<file path="src/rtl/instr_loader.sv">
// Boot-time instruction memory writer: receives a counted, XOR-protected byte
// image over valid/ready and keeps the core stopped until it checks out.
module instr_loader #(
   parameter int ADDR_W  = 8,
   parameter int INSTR_W = 9,
   parameter int BASE    = 0
) (
   input  logic              clk,
   input  logic              reset,
   input  logic              restart,
   input  logic [7:0]        in_data,
   input  logic              in_valid,
   output logic              in_ready,
   output logic              im_we,
   output logic [ADDR_W-1:0] im_addr,
   output logic [INSTR_W-1:0] im_wdata,
   output logic              core_run,
   output logic              load_done,
   output logic              error,
   output logic [ADDR_W:0]   loaded_count
);

   typedef enum logic [2:0] {
      S_IDLE,
      S_LO,
      S_HI,
      S_CHK,
      S_DONE,
      S_ERR
   } state_t;

   state_t              r_state;
   state_t              w_next;
   logic [ADDR_W:0]     r_count;
   logic [ADDR_W:0]     r_index;
   logic [ADDR_W:0]     r_loaded;
   logic [7:0]          r_lo;
   logic [7:0]          r_acc;
   logic                r_we;
   logic [ADDR_W-1:0]   r_addr;
   logic [INSTR_W-1:0]  r_wdata;
   logic                r_done;
   logic                r_err;
   logic                r_run;

   logic                w_rxState;
   logic                w_accept;
   logic                w_fmtBad;
   logic                w_last;
   logic [ADDR_W:0]     w_indexInc;
   logic [ADDR_W-1:0]   w_addr;

   assign w_rxState  = (r_state == S_IDLE) || (r_state == S_LO) ||
                       (r_state == S_HI)   || (r_state == S_CHK);
   assign in_ready   = reset && w_rxState && !restart;
   assign w_accept   = in_valid && in_ready;
   assign w_fmtBad   = |in_data[7:1];
   assign w_indexInc = r_index + 1'b1;
   assign w_last     = (w_indexInc == r_count);
   assign w_addr     = ADDR_W'(BASE) + r_index[ADDR_W-1:0];

   always_ff @(posedge clk or negedge reset) begin
      if (!reset) begin
         r_state <= S_IDLE;
      end else begin
         r_state <= w_next;
      end
   end

   always_comb begin
      w_next = r_state;
      if (restart) begin
         w_next = S_IDLE;
      end else begin
         case (r_state)
            S_IDLE: if (w_accept) w_next = S_LO;
            S_LO:   if (w_accept) w_next = S_HI;
            S_HI: begin
               if (w_accept) begin
                  if (w_fmtBad)    w_next = S_ERR;
                  else if (w_last) w_next = S_CHK;
                  else             w_next = S_LO;
               end
            end
            S_CHK: begin
               if (w_accept) w_next = (in_data == r_acc) ? S_DONE : S_ERR;
            end
            S_DONE:  w_next = S_DONE;
            S_ERR:   w_next = S_ERR;
            default: w_next = S_IDLE;
         endcase
      end
   end

   // Status flags follow the next state so they rise together with DONE/ERR
   // and drop on restart without an extra cycle.
   always_ff @(posedge clk or negedge reset) begin
      if (!reset) begin
         r_count  <= '0;
         r_index  <= '0;
         r_loaded <= '0;
         r_lo     <= '0;
         r_acc    <= '0;
         r_we     <= 1'b0;
         r_addr   <= ADDR_W'(BASE);
         r_wdata  <= '0;
         r_done   <= 1'b0;
         r_err    <= 1'b0;
         r_run    <= 1'b0;
      end else begin
         r_we   <= 1'b0;
         r_done <= (w_next == S_DONE);
         r_run  <= (w_next == S_DONE);
         r_err  <= (w_next == S_ERR);
         if (restart) begin
            r_loaded <= '0;
            r_acc    <= '0;
         end else if (w_accept) begin
            case (r_state)
               S_IDLE: begin
                  r_count  <= (ADDR_W+1)'({(in_data == 8'd0), in_data});
                  r_acc    <= in_data;
                  r_index  <= '0;
                  r_loaded <= '0;
               end
               S_LO: begin
                  r_lo  <= in_data;
                  r_acc <= r_acc ^ in_data;
               end
               S_HI: begin
                  if (!w_fmtBad) begin
                     r_we     <= 1'b1;
                     r_addr   <= w_addr;
                     r_wdata  <= INSTR_W'({in_data[0], r_lo});
                     r_acc    <= r_acc ^ in_data;
                     r_index  <= w_indexInc;
                     r_loaded <= r_loaded + 1'b1;
                  end
               end
               default: begin
               end
            endcase
         end
      end
   end

   assign im_we        = r_we;
   assign im_addr      = r_addr;
   assign im_wdata     = r_wdata;
   assign core_run     = r_run;
   assign load_done    = r_done;
   assign error        = r_err;
   assign loaded_count = r_loaded;

endmodule

</file>
<file path="config.mk">
export PLATFORM = sky130hd
export DESIGN_NAME = instr_loader
export DESIGN_NICKNAME = d
export VERILOG_FILES = /design/src/rtl/instr_loader.sv
export SDC_FILE = /design/constraint.sdc
export NUM_CORES = 1
export LEC_CHECK = 0
export ABC_AREA = 1
export BUFFER_PORTS_ARGS = -buffer_cell sky130_fd_sc_hd__buf_2
export CORE_ASPECT_RATIO = 0.7
export CORE_MARGIN = 2
export CORE_UTILIZATION = 62
export DETAILED_ROUTE_END_ITERATION = 8
export PLACE_DENSITY = 0.85
export SLEW_MARGIN = 20
export SYNTH_ARGS = -nofsm -noshare
export SYNTH_HDL_FRONTEND = slang
export SYNTH_SLANG_ARGS = --single-unit
</file>
<file path="constraint.sdc">
create_clock -name clk -period 5.05 [get_ports clk]
set_clock_uncertainty 0.05 [all_clocks]
set_input_delay 0.505 -clock clk [delete_from_list [all_inputs] [get_ports clk]]
set_output_delay 0.505 -clock clk [all_outputs]
set_load 0.02 [all_outputs]
</file>
### After elaboration in Yosys (flattened, before gate mapping)

Cells that the tools add are included.
W data, S select, Z words.

* bits in registers: 66
* input bits: 12
* output and inout port bits: 31

* $add $sub $neg: 2
* eq/ne operators: 11
* muxes and demuxes: 23
* bitwise logic cells: 3
* reductions and logical operators: 20

Operator list (count)
* $mux W9: 4
* $pmux W9 S2: 2
* $mux W8: 3
* $pmux W8 S3: 1
* $add A9 B1 Y9 const B: 2
* $mux W3: 6
* $pmux W3 S6: 1
* $eq A3 B3 Y1 const B: 4
* $reduce_and A3 Y1: 4
* $eq A9 B9 Y1: 1
* $eq A8 B8 Y1: 1
* $logic_not A8 Y1: 1
* $reduce_and A4 Y1: 2
* $xor A8 B8 Y8: 1
* $reduce_or A7 Y1: 1
* $eq A3 B2 Y1 const B: 2
* $mux W1: 5
* $reduce_bool A2 Y1: 2
* $reduce_bool A4 Y1: 1
* $eq A3 B1 Y1 const B: 1
* $logic_and A1 B1 Y1: 3
* $logic_not A3 Y1: 1
* $logic_or A1 B1 Y1: 3
* $ne A3 B3 Y1 const B: 1
* 5 further kinds: 6

### Longest topological paths before layout

* word-level depth: 11
* depth in mapped cells: 14
* depth with buffers taken out: 14

### Worst setup path before layout

No wires, ideal clock.

* path type: reg-to-reg
* from: reg r_index[0]
* to: reg r_state[1]
* setup time: 0.073 ns
* arrival: 1.473 ns
* required time: 4.927 ns
* setup slack: 3.454 ns
* stages on the path, launching flop included: 15
* period minus slack after synthesis: 1.596 ns
* path through: dfrtp_1 -> ha_1 -> nand2_1 -> inv_1 -> nand2_1 -> nand2_1 -> nand2_1 -> nand2_1 -> nor2_1 -> nand2_1 -> nor2_1 -> nand2_1 -> nand2_1 -> nand2_1 -> a21oi_2

* cells in the longest elaborated chain, start to end: 7

RTL lines
* from (decl): RTL line 35 `logic [ADDR_W:0] r_index;`
* from (signal assigned): RTL line 136 `r_index <= w_indexInc;`
* $add A9 B1 Y9: RTL line 58 `assign w_indexInc = r_index + 1'b1;`
* $eq A9 B9 Y1: RTL line 59 `assign w_last = (w_indexInc == r_count);`
* $mux W2: RTL line 81 `else if (w_last) w_next = S_CHK;`
* $mux W3: RTL line 80 `if (w_fmtBad) w_next = S_ERR;`
* $mux W3: RTL line 79 `if (w_accept) begin`
* $pmux W3 S6: RTL line 75 `case (r_state)`
* $mux W3: RTL line 72 `if (restart) begin`
* net w_next[1]: RTL line 33 `state_t w_next;`
* to (signal assigned): RTL line 66 `r_state <= w_next;`
* to (decl): RTL line 32 `state_t r_state;`

The timed path passes the listed nets, and every way through them passes these cells.
A chain may end at the register's enable or synchronous reset.

### Worst setup path after layout

* from: reg r_state[0]
* to: reg r_addr[0] (netlist: im_addr[0])

* cells in the longest elaborated chain, start to end: 8
* elaborated cells between the ends (all ways): 11
* those cells by class: 3 x eq/ne; 8 x reduce/logical

RTL lines
* $eq A3 B1 Y1 or $logic_not A3 Y1 (tied branches): RTL line 53 `assign w_rxState = (r_state == S_IDLE) || (r_state == S_LO) ||`
* $logic_or A1 B1 Y1 (2 in a row): RTL line 53
* $logic_or A1 B1 Y1: RTL line 54 `(r_state == S_HI) || (r_state == S_CHK);`
* $logic_and A1 B1 Y1 (2 in a row): RTL line 55 `assign in_ready = reset && w_rxState && !restart;`
* $logic_and A1 B1 Y1: RTL line 56 `assign w_accept = in_valid && in_ready;`
* $reduce_and A4 Y1 (no line) *
* to (signal assigned): RTL line 105 `r_addr <= ADDR_W'(BASE);`
* to (signal assigned): RTL line 133 `r_addr <= w_addr;`
* to (decl): RTL line 40 `logic [ADDR_W-1:0] r_addr;`

Every way passes the cells marked *; elsewhere a longest branch is shown, timed or not.

==> results.md <==
* CP startpoint kind: flip-flop
* Crit. End Element: flip-flop
* Met2 wire len at 3460 um
* Metal3 WL at 433 um
* Port-buffer cells at 42
* First-pass GRT wire length at 12480 um
* Die height at 65.32 um
* Most frequent cells in the layout: 106 x nand2_1, 66 x dfrtp_1, 42 x buf_2, 37 x inv_1, 35 x o21ai_0
* Post-synthesis register bit count at 66
* DRC Markers at 0
* Setup TNS at 0 ps
* Pre-CTS WS at 2784 ps
* Total CTS buffers at 9
* Worst vdd ir at 0.0002326 V
* Synth top area cells: dfrtp_1 50%, nand2_1 12%, o21ai_0 5.3%
* FF-to-FF setup slack at 3010 ps
* Most used cell, CP: nand2_1
* Max stage delay on crit path at 520 ps
* Remaining Overflow, GRT at 0
* Pre-Repair DR Iteration Count at 4
* CP arrival at 2200 ps
* Clock Path Buffers at 2
* Routability cong. at 0.9064
* Yosys Warn Count at 0
* Vias per cell at 5.569
* Mapped cell area at 3331 um^2
* Min Tclk post-route at 2041 ps
* Slew @ Worst Pin at 813.2 ps
* Uppermost routed layer: met4
* Crit-path leading delay family: simple AND/OR/NAND/NOR gates
* Crit share post-route at 40.42%
* Total number of H-tree levels at 3
* Clk sink count at 66
* DIE WIDTH at 91.61 um
* Number of top-level pins at 43
* Outcome: finished clean
* Post-synth top flop: dfrtp_1
* Nets at 441
* Ant diodes at 0
* Post-synth top area share at 49.59%
* Power, Total at 0.001263 W
* Largest net degree at the start of global routing at 67
* Hold Fails Final Rpt at 0
* Postcts setup bufs at 0
* Most common cell after layout, fill and taps aside: nand2_1
* Pwr Density at 331.4 nW/um^2
* Area grow syn2layout at 14.43%
* Total track usage at 27.50%
* Core Rows at 22
* FMAX at 489.9 MHz
* Post-synth cell types at 40
* M1 WL at 3393 um
* Routed vias at 2807
* Fill count at 385
* Die Area at 5984 um^2
* Post_cts resized at 0
* CTS root buffer: clkbuf_8
* Kind of critical path: flip-flop to flip-flop
* Unrepaired setup endpoints after global routing: false
* CP max FO at 34
* Placed insts at 488
* Post-DR wirelength/cell at 14.79 um
* Drt total wl at 7456 um
* Worst Path Required at 5210 ps
* Pins Over Slew Limit at 0
* Post-synth ARST share at 100.0%
* Dpl hpwl at 5169 um
* Cells after Synth at 384
* Initial antenna violation count at 0
* EDFF count, synth at 0
* Routed Antenna Nets at 0
* Syn Area/Cell at 8.674 um^2
* Area of the multi-input gates at 1436 um^2
* Syn Nets at 398
* Clock Latency Late Sink at 350 ps
* Starting Density at 64.02%
* Leak pwr at 1.841 nW
* Sequential element share of the synthesized area at 49.59%
* Initial DRC Count at 164
* CTS tree: built
* Hold WC Path Type: input pin to flip-flop
* Core area at 5202 um^2
* Worst Setup Slack, final at 3009 ps
* Number of global-route vias before repair at 2598
* Final Setup Violations at 0
* CP max stage cell: nand3_2
* Area leader, netlist: dfrtp_1
* Hold_buf cts at 0
* Sequential cell area at 1652 um^2
* Crit path cell chain: nor2_1 > nand2_1 > nor2_2 > nand3_2 > nand2_1 > o21ai_0
* Total of max-cap violations at 0
* Max_slew headroom at 45.78%
* Share of layout cells above drive strength 1 at 21.30%
* Clk pin slew, worst setup/hold paths at 80 ps
* WP buf/inv at 0
* Finished Layout Cells at 504
[worst reg2reg max path, cell delays in order (launching register included)]
cell and delay [ps]:
dfrtp_1 480, nor2_1 120, nand2_1 100, nor2_2 270, nand3_2 520, nand2_1 240
o21ai_0 120
[final cells by class]
cell class / count / area share [%]
clock buffers: 9 / 3.250
clock inverters: 7 / 3.283
inverters: 43 / 4.366
multi-input cells: 264 / 37.69
flip-flops and latches: 66 / 43.34
well taps: 72 / 2.364
repair buffers: 43 / 5.712
[logic make-up after synthesis]
logic type / share of synthesized area (%)
AO/OA/AOI/OAI: 13.34
XOR/XNOR: 4.207
adder cells (fa/ha/maj): 0.7512
buffers and inverters: 7.287
flip-flops: 49.59
AND/OR/NAND/NOR: 24.83
[per-stage QoR]
step	hold slack [ps]	utilization [%]	instance area [um^2]
floorplan	159.4	-	3331
global placement	409.4	68.47	3562
detailed placement	418.8	68.47	3562
CTS	354.8	73.26	3811
global route	365.9	73.26	3811
finish	358.3	73.26	3811
[final timing paths]
| check | start | cells after the start | end |
|---|---|---|---|
| max in group asynchronous | reset | 2 | r_acc[3] |
| setup / recovery | r_state[0] | 6 | im_addr[0] |
| hold / removal | restart | 2 | r_state[1] |
| setup reg to reg | r_state[0] | 6 | im_addr[0] |
| min in group asynchronous | reset | 2 | im_wdata[8] |
| hold reg to reg | im_addr[2] | 2 | im_addr[2] |
[layer usage]
layer	global-route usage, %	up-vias
li1	-	1354
met1	38.48	1345
met2	41.73	89
met3	6.766	19
met4	10.98	0
met5	0	-
[report_power, final]
group	internal, W	switching, W
clock network	0.000333	0.000217
logic	0.0000422	0.0000801
registers	0.000567	0.0000235
[Yosys cell counts (2+ instances only)]
cell and number:
nand2_1 106, dfrtp_1 66, inv_1 37, o21ai_0 35
nand3_1 26, nor2_1 17, xnor2_1 12, o2111ai_1 6
o22ai_2 6, nand2_2 5, nor2_2 5, o21ai_1 5
a21oi_1 4, nand3b_1 4, nand4_1 4, xor2_1 4
buf_2 3, buf_6 3, inv_2 3, nor2_4 3
nor3_1 3, o21ai_2 3, buf_4 2, clkbuf_1 2
ha_1 2, inv_4 2, nand2_4 2, o31ai_1 2
[state kept, by name, indices dropped and copies added (netlist names), 3 cells and up]
| register | flops |
|---|---|
| loaded_count | 9 |
| im_wdata | 9 |
| r_acc | 8 |
| r_index | 9 |
| r_count | 9 |
| im_addr | 8 |
| r_state | 3 |
| r_lo | 8 |
No activity file was read; power rests on OpenSTA's default activity.
